$ cat config.mk
export PLATFORM = sky130hd
export DESIGN_NAME = dmem_arbiter
export DESIGN_NICKNAME = d
export VERILOG_FILES = /design/src/rtl/dmem_arb_pkg.sv /design/src/rtl/dmem_arbiter_rr_pick2.sv /design/src/rtl/dmem_arbiter.sv
export SDC_FILE = /design/constraint.sdc
export NUM_CORES = 1
export LEC_CHECK = 0
export BUFFER_PORTS_ARGS = -buffer_cell sky130_fd_sc_hd__buf_4
export CORE_AREA = 4 4 138 113
export CTS_CLUSTER_DIAMETER = 60
export DETAILED_ROUTE_END_ITERATION = 7
export DIE_AREA = 0 0 142 117
export PLACE_DENSITY = 0.87
export SYNTH_ARGS = -nofsm -noshare
export SYNTH_HDL_FRONTEND = slang
export SYNTH_SLANG_ARGS = --single-unit
$ cat constraint.sdc
create_clock -name clk -period 4.7 [get_ports clk]
set_clock_uncertainty 0.05 [all_clocks]
set_input_delay 0.47 -clock clk [delete_from_list [all_inputs] [get_ports clk]]
set_output_delay 0.47 -clock clk [all_outputs]
set_load 0.02 [all_outputs]
$ cat src/rtl/dmem_arb_pkg.sv
`default_nettype none
// ============================================================================
// Module      : dmem_arb_pkg
// Description : Shared definitions for the DMEM two-master arbiter: FSM state
//               encoding, master identifiers and the MMIO select bit index.
// Revision    : 1.0 - initial release
// ============================================================================
package dmem_arb_pkg;

    // FSM state encoding (IDLE = no owner, OWNx = master x holds a lock)
    typedef logic [1:0] state_t;
    localparam state_t IDLE = 2'd0;
    localparam state_t OWN0 = 2'd1;
    localparam state_t OWN1 = 2'd2;

    // Master identifiers, also used as the one-hot grant bit index
    localparam logic M0 = 1'b0;
    localparam logic M1 = 1'b1;

    // Address bit that selects the MMIO space; it is passed through untouched
    localparam int MMIO_BIT = 31;

endpackage : dmem_arb_pkg
`default_nettype wire

$ cat src/rtl/dmem_arbiter_rr_pick2.sv
`default_nettype none
// ============================================================================
// Module      : rr_pick2
// Description : Combinational 2-way round-robin pick with lock ownership and
//               a starvation override.
//   req0/req1 : requests from master 0 / master 1
//   rr_last   : id of the master granted most recently (tie-break history)
//   own_vld   : a master currently owns the port (locked)
//   own_id    : id of the owner when own_vld = 1
//   starve    : owner has used up its burst allowance
//   gnt[1:0]  : one-hot grant, bit 0 = master 0, bit 1 = master 1
// Revision    : 1.0 - initial release
// ============================================================================
module rr_pick2 (
    input  logic       req0,
    input  logic       req1,
    input  logic       rr_last,
    input  logic       own_vld,
    input  logic       own_id,
    input  logic       starve,
    output logic [1:0] gnt
);

    logic w_own_req;
    logic w_oth_req;

    assign w_own_req = own_id ? req1 : req0;
    assign w_oth_req = own_id ? req0 : req1;

    always_comb begin
        gnt = 2'b00;
        if (own_vld) begin
            // The waiting master wins when the owner is idle this cycle or
            // has exhausted its burst allowance.
            if (w_oth_req && (starve || !w_own_req)) begin
                gnt = own_id ? 2'b01 : 2'b10;
            end else if (w_own_req) begin
                gnt = own_id ? 2'b10 : 2'b01;
            end
        end else if (req0 && req1) begin
            // Tie: the master that was not served last goes first
            gnt = rr_last ? 2'b01 : 2'b10;
        end else begin
            gnt = {req1, req0};
        end
    end

endmodule : rr_pick2
`default_nettype wire

$ cat src/rtl/dmem_arbiter.sv
`default_nettype none
// ============================================================================
// Module      : dmem_arbiter
// Description : Shares the single DMEM port between master 0 (CPU load/store)
//               and master 1 (debug loader / DMA). One access is granted per
//               cycle; read data comes back one cycle later with a valid
//               strobe to the master that issued the read.
//   clk, rst              : clock, synchronous active-high reset
//   mX_req/we/addr/wdata  : master X request, write flag, address, data
//   mX_lock               : master X asks to keep ownership
//   mX_gnt                : master X accepted this cycle (combinational)
//   mX_rvalid / mX_rdata  : read return for master X
//   mem_we/ask_addr/wdata : DMEM access port (combinational from winner)
//   mem_fetch_addr        : DMEM read-mux address, registered read address
//   mem_rdata             : DMEM read data, one cycle after the ask
// Revision    : 1.0 - initial release
// ============================================================================
module dmem_arbiter
    import dmem_arb_pkg::*;
#(
    parameter int ADDR_W    = 32,
    parameter int DATA_W    = 32,
    parameter int MAX_BURST = 8
) (
    input  logic              clk,
    input  logic              rst,
    input  logic              m0_req,
    input  logic              m0_we,
    input  logic [ADDR_W-1:0] m0_addr,
    input  logic [DATA_W-1:0] m0_wdata,
    input  logic              m0_lock,
    output logic              m0_gnt,
    output logic              m0_rvalid,
    output logic [DATA_W-1:0] m0_rdata,
    input  logic              m1_req,
    input  logic              m1_we,
    input  logic [ADDR_W-1:0] m1_addr,
    input  logic [DATA_W-1:0] m1_wdata,
    input  logic              m1_lock,
    output logic              m1_gnt,
    output logic              m1_rvalid,
    output logic [DATA_W-1:0] m1_rdata,
    output logic              mem_we,
    output logic [ADDR_W-1:0] mem_ask_addr,
    output logic [ADDR_W-1:0] mem_fetch_addr,
    output logic [DATA_W-1:0] mem_wdata,
    input  logic [DATA_W-1:0] mem_rdata
);

    localparam logic [7:0] c_max_burst = MAX_BURST[7:0];

    state_t            r_state;
    logic              r_rr_last;
    logic [7:0]        r_burst_cnt;
    logic [ADDR_W-1:0] r_fetch_addr;
    logic [ADDR_W-1:0] r_ask_addr;
    logic [DATA_W-1:0] r_wdata;
    logic              r_rd_pend;
    logic              r_rd_id;

    logic              w_own_vld;
    logic              w_own_id;
    logic              w_starve;
    logic [1:0]        w_pick;
    logic [1:0]        w_gnt;
    logic              w_any;
    logic              w_win;
    logic              w_win_we;
    logic              w_win_lock;
    logic [ADDR_W-1:0] w_win_addr;
    logic [DATA_W-1:0] w_win_wdata;
    logic              w_win_other_req;
    logic              w_hold;
    logic              w_cnt_up;
    state_t            w_state_nxt;

    assign w_own_vld = (r_state != IDLE);
    assign w_own_id  = (r_state == OWN1);
    assign w_starve  = (r_burst_cnt == c_max_burst);

    rr_pick2 u_pick (
        .req0    (m0_req),
        .req1    (m1_req),
        .rr_last (r_rr_last),
        .own_vld (w_own_vld),
        .own_id  (w_own_id),
        .starve  (w_starve),
        .gnt     (w_pick)
    );

    // No grant can be issued while reset is asserted
    assign w_gnt = rst ? 2'b00 : w_pick;
    assign w_any = |w_gnt;
    assign w_win = w_gnt[1];

    assign w_win_we        = w_win ? m1_we    : m0_we;
    assign w_win_lock      = w_win ? m1_lock  : m0_lock;
    assign w_win_addr      = w_win ? m1_addr  : m0_addr;
    assign w_win_wdata     = w_win ? m1_wdata : m0_wdata;
    assign w_win_other_req = w_win ? m0_req   : m1_req;

    // A grant counts toward the burst when it goes to the owner, or when it
    // is the grant that takes the lock; it only counts while the other
    // master is waiting.
    assign w_hold   = w_any && (w_own_vld ? (w_win == w_own_id) : w_win_lock);
    assign w_cnt_up = w_hold && w_win_other_req;

    always_comb begin
        w_state_nxt = r_state;
        if (w_any) begin
            if (!w_own_vld) begin
                w_state_nxt = w_win_lock ? (w_win ? OWN1 : OWN0) : IDLE;
            end else if (w_win == w_own_id) begin
                w_state_nxt = w_win_lock ? r_state : IDLE;
            end else begin
                // Other master got in (idle gap or starvation): lock is lost
                w_state_nxt = IDLE;
            end
        end
    end

    always_ff @(posedge clk) begin
        if (rst) begin
            r_state      <= IDLE;
            r_rr_last    <= M1;
            r_burst_cnt  <= 8'd0;
            r_fetch_addr <= '0;
            r_ask_addr   <= '0;
            r_wdata      <= '0;
            r_rd_pend    <= 1'b0;
            r_rd_id      <= M0;
        end else begin
            r_state     <= w_state_nxt;
            r_burst_cnt <= w_cnt_up ? (r_burst_cnt + 8'd1) : 8'd0;
            r_rd_pend   <= w_any && !w_win_we;
            if (w_any) begin
                r_rr_last  <= w_win;
                r_ask_addr <= w_win_addr;
                r_wdata    <= w_win_wdata;
            end
            if (w_any && !w_win_we) begin
                r_fetch_addr <= w_win_addr;
                r_rd_id      <= w_win;
            end
        end
    end

    assign m0_gnt = w_gnt[0];
    assign m1_gnt = w_gnt[1];

    // Ask address and write data hold their last granted value when idle
    assign mem_we         = w_any && w_win_we;
    assign mem_ask_addr   = w_any ? w_win_addr  : r_ask_addr;
    assign mem_wdata      = w_any ? w_win_wdata : r_wdata;
    assign mem_fetch_addr = r_fetch_addr;

    // Gating with rst drops a read that was pending when reset arrived
    assign m0_rvalid = !rst && r_rd_pend && (r_rd_id == M0);
    assign m1_rvalid = !rst && r_rd_pend && (r_rd_id == M1);
    assign m0_rdata  = m0_rvalid ? mem_rdata : '0;
    assign m1_rdata  = m1_rvalid ? mem_rdata : '0;

endmodule : dmem_arbiter
`default_nettype wire

* Word-level counts from Yosys, hierarchy flattened
Index checks and enable logic that the tools add are counted.
Storage, ports and cells: bits in registers 109, bits of input ports 168, output and inout bits 165, logic and storage cells 57
Operators by class: add/sub/neg operators 1, eq/ne operators 4, muxes and demuxes 25, bitwise logic cells 2, reduce and logical (&&, ||, !) cells 17
Operators by type and width (count):
- $mux 32 | 6
- $mux 2 | 13
- $logic_and 1x1->1 | 9
- $add 8x1->8 const B | 1
- $eq 8x4->1 const B | 1
- $mux 1 | 6
- $reduce_or 2->1 | 2
- $logic_not 1->1 | 3
- $ne 3x3->1 const B | 1
- $eq 2x2->1 const B | 1
- $not 1->1 | 2
- $reduce_and 2->1 | 1
- $reduce_bool 2->1 | 1
- $eq 1x1->1 | 1
- $logic_or 1x1->1 | 1

* Logic depth before layout (Yosys ltp)
depth in word-level cells 14, depth in mapped cells 10, gate-level depth less buffers 8

* Modules after synthesis
Synthesis repeated with hierarchy kept, for this count alone.
Unflattened totals: cell total of the unflattened synthesis 676, area, all modules 5920.7 sq um
By module, submodules not included:
- dmem_arbiter | times used 1, cells each 669, area an instance 5870.6 sq um, sequential area each 2182.1 sq um
- rr_pick2 | times used 1, cells each 7, area an instance 50.0 sq um, sequential area each 0.0 sq um

* Worst setup path before layout
OpenSTA, ideal clock, no wires.
path type reg2out, start point register r_burst_cnt[5], end point output mem_ask_addr[0], data arrival time 2.516 ns, required time 4.180 ns, setup slack 1.664 ns, cell stages (with the launch flop) 9, buffers on the path 3, cells stage by stage dfxtp_1 -> or4_4 -> or4b_1 -> a21bo_1 -> clkbuf_2 -> buf_6 -> buf_6 -> mux2i_1 -> a21oi_1
On the way: longest elaborated chain between the ends 8, elaborated cells between the ends (all ways) 9, those cells by class eq/ne (1); mux (5); reduce/logical (3)
Ends and longest elaborated chain:
- from (decl) | line dmem_arbiter.sv:54 | logic [7:0] r_burst_cnt;
- from (signal assigned) | line dmem_arbiter.sv:134 | r_burst_cnt <= w_cnt_up ? (r_burst_cnt + 8'd1) : 8'd0;
- $eq 8x4->1 (*) | line dmem_arbiter.sv:79 | assign w_starve = (r_burst_cnt == c_max_burst);
- $logic_or 1x1->1 (*) | line dmem_arbiter_rr_pick2.sv:35 | if (w_oth_req && (starve || !w_own_req)) begin
- $logic_and 1x1->1 (*) | line dmem_arbiter_rr_pick2.sv:35
- $mux 2 (*) | line dmem_arbiter_rr_pick2.sv:35
- $mux 2 (*) | line dmem_arbiter_rr_pick2.sv:32 | if (own_vld) begin
- $mux 2 (*) | line dmem_arbiter.sv:92 | assign w_gnt = rst ? 2'b00 : w_pick;
- $mux 32 or $reduce_or 2->1 (tied branches) | line dmem_arbiter.sv:98, dmem_arbiter.sv:93
- $mux 32 (*)
- to (decl) | line dmem_arbiter.sv:44 | output logic [ADDR_W-1:0] mem_ask_addr,
Every way passes the cells marked *; elsewhere a longest branch is shown, timed or not.

* Worst setup path after layout
start point register r_burst_cnt[5], end point output mem_ask_addr[9]
Same word-level chain as after synthesis.

==> flow_summary.ini <==
[worst_setup_path]
cp-start-kind = register
crit_chain = or4_4 > o221ai_1 > a21bo_4 > buf_4 > mux2i_1 > a21oi_1 > buf_4
slowest_stage = a21bo_4
r2r_setup_slack_ns = 1.38
cp_max_fo = 47
reg2reg_depth = 7
crit_top_cell = buf_4
path_delay_family = compound AO/OA/AOI/OAI gates
crit_arrival_ns = 3.42
critPathLaunch = r_burst_cnt[5]$_SDFF_PP0_
rr_endpoint = mem_fetch_addr[11]$_SDFFE_PP0P_
cp_num_buf_inv = 2
crit_path_end_kind = output port
r2r-start = r_burst_cnt[5]$_SDFF_PP0_
critPathKind = register to output port
critPathRequiredTime_ns = 4.18
crit_path_max_incr_delay_ns = 0.78

[global_routing]
grt_overflow_total = 0
grtUsageTotal = 0.219
grt_first_pass_wirelength_um = 28800
grt_pass1_vias = 5606
antenna_found_initial = 3
grt_max_degree = 62

[clock_tree]
clk_latency_ns = 0.35
cts_buffers = 9
clk_pin_slew_ns = 0.08
cts_tree = yes
htreeDepth = 3
postCtsSetupBuffers = 0
cts_buffer_depth = 2
cts_resized = 0
cts_num_sinks = 109
cts_hold_buf = 0
cts_root_buf = clkbuf_16

[finish]
layout-drive-gt1-share = 0.385
fill_cells = 1278
area_delta_synth_final_pct = 49.3
fin_nets = 1120

[synth]
async_flop_share = 0
syn_nets = 824
synth_top_area_frac = 0.371
yosys_warnings = 0
synth_area_leaders = dfxtp_1, mux2i_1, a211oi_1
ys_ff_latch = 109
ys_seq_area_frac = 0.371
synth_cell_types = 46
ys.flop_type = dfxtp_1
synthCells = 654
syn_area_um2 = 5880
yosys.area.top_type = dfxtp_1
syn_avg_cell_area_um2 = 9.00
synth_edf_count = 0

[route]
drc = 0
drt-pass1-iter-count = 5
wl_per_cell_um = 17.3
wirelength_um = 19700
antenna_left = 0
vias = 5916
routed_via_density = 5.18
drtIter0Drc = 253

[hold_path]
hold_class = input pin to register
hold_end = mem_fetch_addr[12]$_SDFFE_PP0P_
min_delay_path_depth = 3
hp-start = m1_addr[12]

[placement]
hpwlAfterDp_um = 15500
pre_cts_slack_ns = 1.12
place.gp.congestion = 0.844
portBuffers = 332

[timing]
layout_setup_ws_ns = 0.761
setup_viol = 0
finalHoldViolCount = 0
finalCritPeriodShare = 0.838
fin_crit_ns = 3.94
max_slew_margin = 0.368
rsz0062_at_grt = false
max_freq_mhz = 254
drv_slew = 0
setup_tns_ns = 0
tightest_slew_ns = 0.948

[power_and_ir_drop]
total_power_mw = 3.31
p_clk_frac = 0.231
leakage_nw = 4.60
swShare = 0.373
combinationalPowerShare = 0.428
power.density_nw_per_um2 = 377
p_int_mw = 2.07
p_sw_mw = 1.23
peakVddDrop_mv = 0.216
p_seq_frac = 0.341

[floorplan]
chipWidth_um = 142
start_util = 0.414
die-area_um2 = 16600
core_um2 = 14200
ios = 333
row_count = 39
die_height_um = 117

[run]
maxCapViolCount = 0

[outcome]
status = finished, final reports clean
==> through the flow <==
stage | hold slack [ns] | util | instances | cell area, um2
after floorplan | 0.413 | - | 654 | 5880
after global placement | 0.413 | 0.597 | 1123 | 8470
after detailed placement | 0.418 | 0.597 | 1123 | 8470
after CTS | 0.336 | 0.618 | 1139 | 8780
after global routing | 0.362 | 0.619 | 1142 | 8780
final | 0.351 | 0.619 | 1142 | 8780
==> cells in the final DEF, fill, tap and decap left out, types with 2 or more instances in the layout <==
cell type and n:
inv_1 9, a21oi_1 65, inv_8 2, xnor2_1 2, nand2b_1 37, clkinv_8 2
ha_1 2, or2_2 2, dfxtp_1 109, nand3b_1 2, and2_1 64, clkbuf_16 9
buf_12 4, clkinv_2 2, xor2_1 4, buf_4 336, mux2i_1 129, and3_1 3
nand2_1 6, nor4_1 7, nand3_1 3, a211oi_1 64, nor2_1 66, a31oi_1 2
diode_2 3
==> cells by family (layout without fill, tap and decap cells) <==
logic type,Yosys count,after routing,share of synthesized area
XOR/XNOR,6,6,0.00893
adder cells (fa/ha/maj),2,2,0.00425
other,0,3,0
multiplexers,129,129,0.219
buffers and inverters,65,366,0.0517
AND/OR/NAND/NOR,197,197,0.182
AO/OA/AOI/OAI,146,146,0.162
flip-flops,109,109,0.371
==> area by class of cell <==
| class | instances | area, um2 | share of cell area |
|---|---|---|---|
| multi-input combinational | 480 | 3420 | 0.389 |
| timing repair buffer | 340 | 2600 | 0.296 |
| sequential | 109 | 2180 | 0.248 |
| tap | 184 | 230 | 0.0262 |
| clock buffer | 9 | 225 | 0.0256 |
| clock inverter | 7 | 77.6 | 0.00883 |
| inverter | 10 | 38.8 | 0.00442 |
| antenna | 3 | 7.51 | 0.000855 |
==> worst max path at each step <==
| stage | endpoint | slack (ns) | cells after the start |
|---|---|---|---|
| 6_report | mem_ask_addr[9] | 0.76 | 7 |
| 5_1_grt | mem_ask_addr[9] | 0.52 | 7 |
| 4_1_cts | mem_ask_addr[9] | 0.73 | 7 |
| 3_5_place_dp | mem_ask_addr[28] | 1.12 | 7 |
| 3_3_place_gp | mem_ask_addr[9] | 1.24 | 7 |
| 2_1_floorplan | mem_ask_addr[0] | 1.66 | 8 |
==> sequential cells by signal (all words and copies together) (netlist names) <==
| name | count |
|---|---|
| r_rd_pend | 1 |
| r_wdata | 32 |
| mem_fetch_addr | 32 |
| r_rr_last | 1 |
| r_rd_id | 1 |
| r_burst_cnt | 8 |
| r_state | 2 |
| r_ask_addr | 32 |
==> synthesized netlist by cell type (5+ instances only) <==
| cell | number |
|---|---|
| mux2i_1 | 129 |
| dfxtp_1 | 109 |
| nor2_1 | 66 |
| a21oi_1 | 65 |
| a211oi_1 | 64 |
| and2_1 | 64 |
| nand2b_1 | 37 |
| clkbuf_1 | 36 |
| inv_1 | 9 |
| buf_2 | 7 |
| nor4_1 | 7 |
| nand2_1 | 6 |
| buf_6 | 5 |
==> power groups by stage <==
stage	registers, mW	clock network [mW]	logic (mW)
detailed placement	1.15	0	1.42
CTS	1.13	0.789	1.43
finish	1.13	0.763	1.42
global placement	1.14	0	1.40
floorplan	1.19	0	0.785
global route	1.14	0.821	1.52
==> worst reg2reg max path: stages (launching register included) <==
cell      delay [ns]
dfxtp_1         0.34
or4_4           0.56
o221ai_1        0.27
a21bo_4         0.79
clkinv_2        0.27
a22oi_2         0.18
buf_4           0.49
mux2i_1         0.30
==> metal layers <==
layer,GRT usage,up-vias,wire (um)
li1,-,2935,-
met1,0.234,2709,7310
met2,0.402,241,10100
met3,0.0739,31,1720
met4,0.0838,0,580
met5,0,-,0
(Power assumes the default switching activity.)
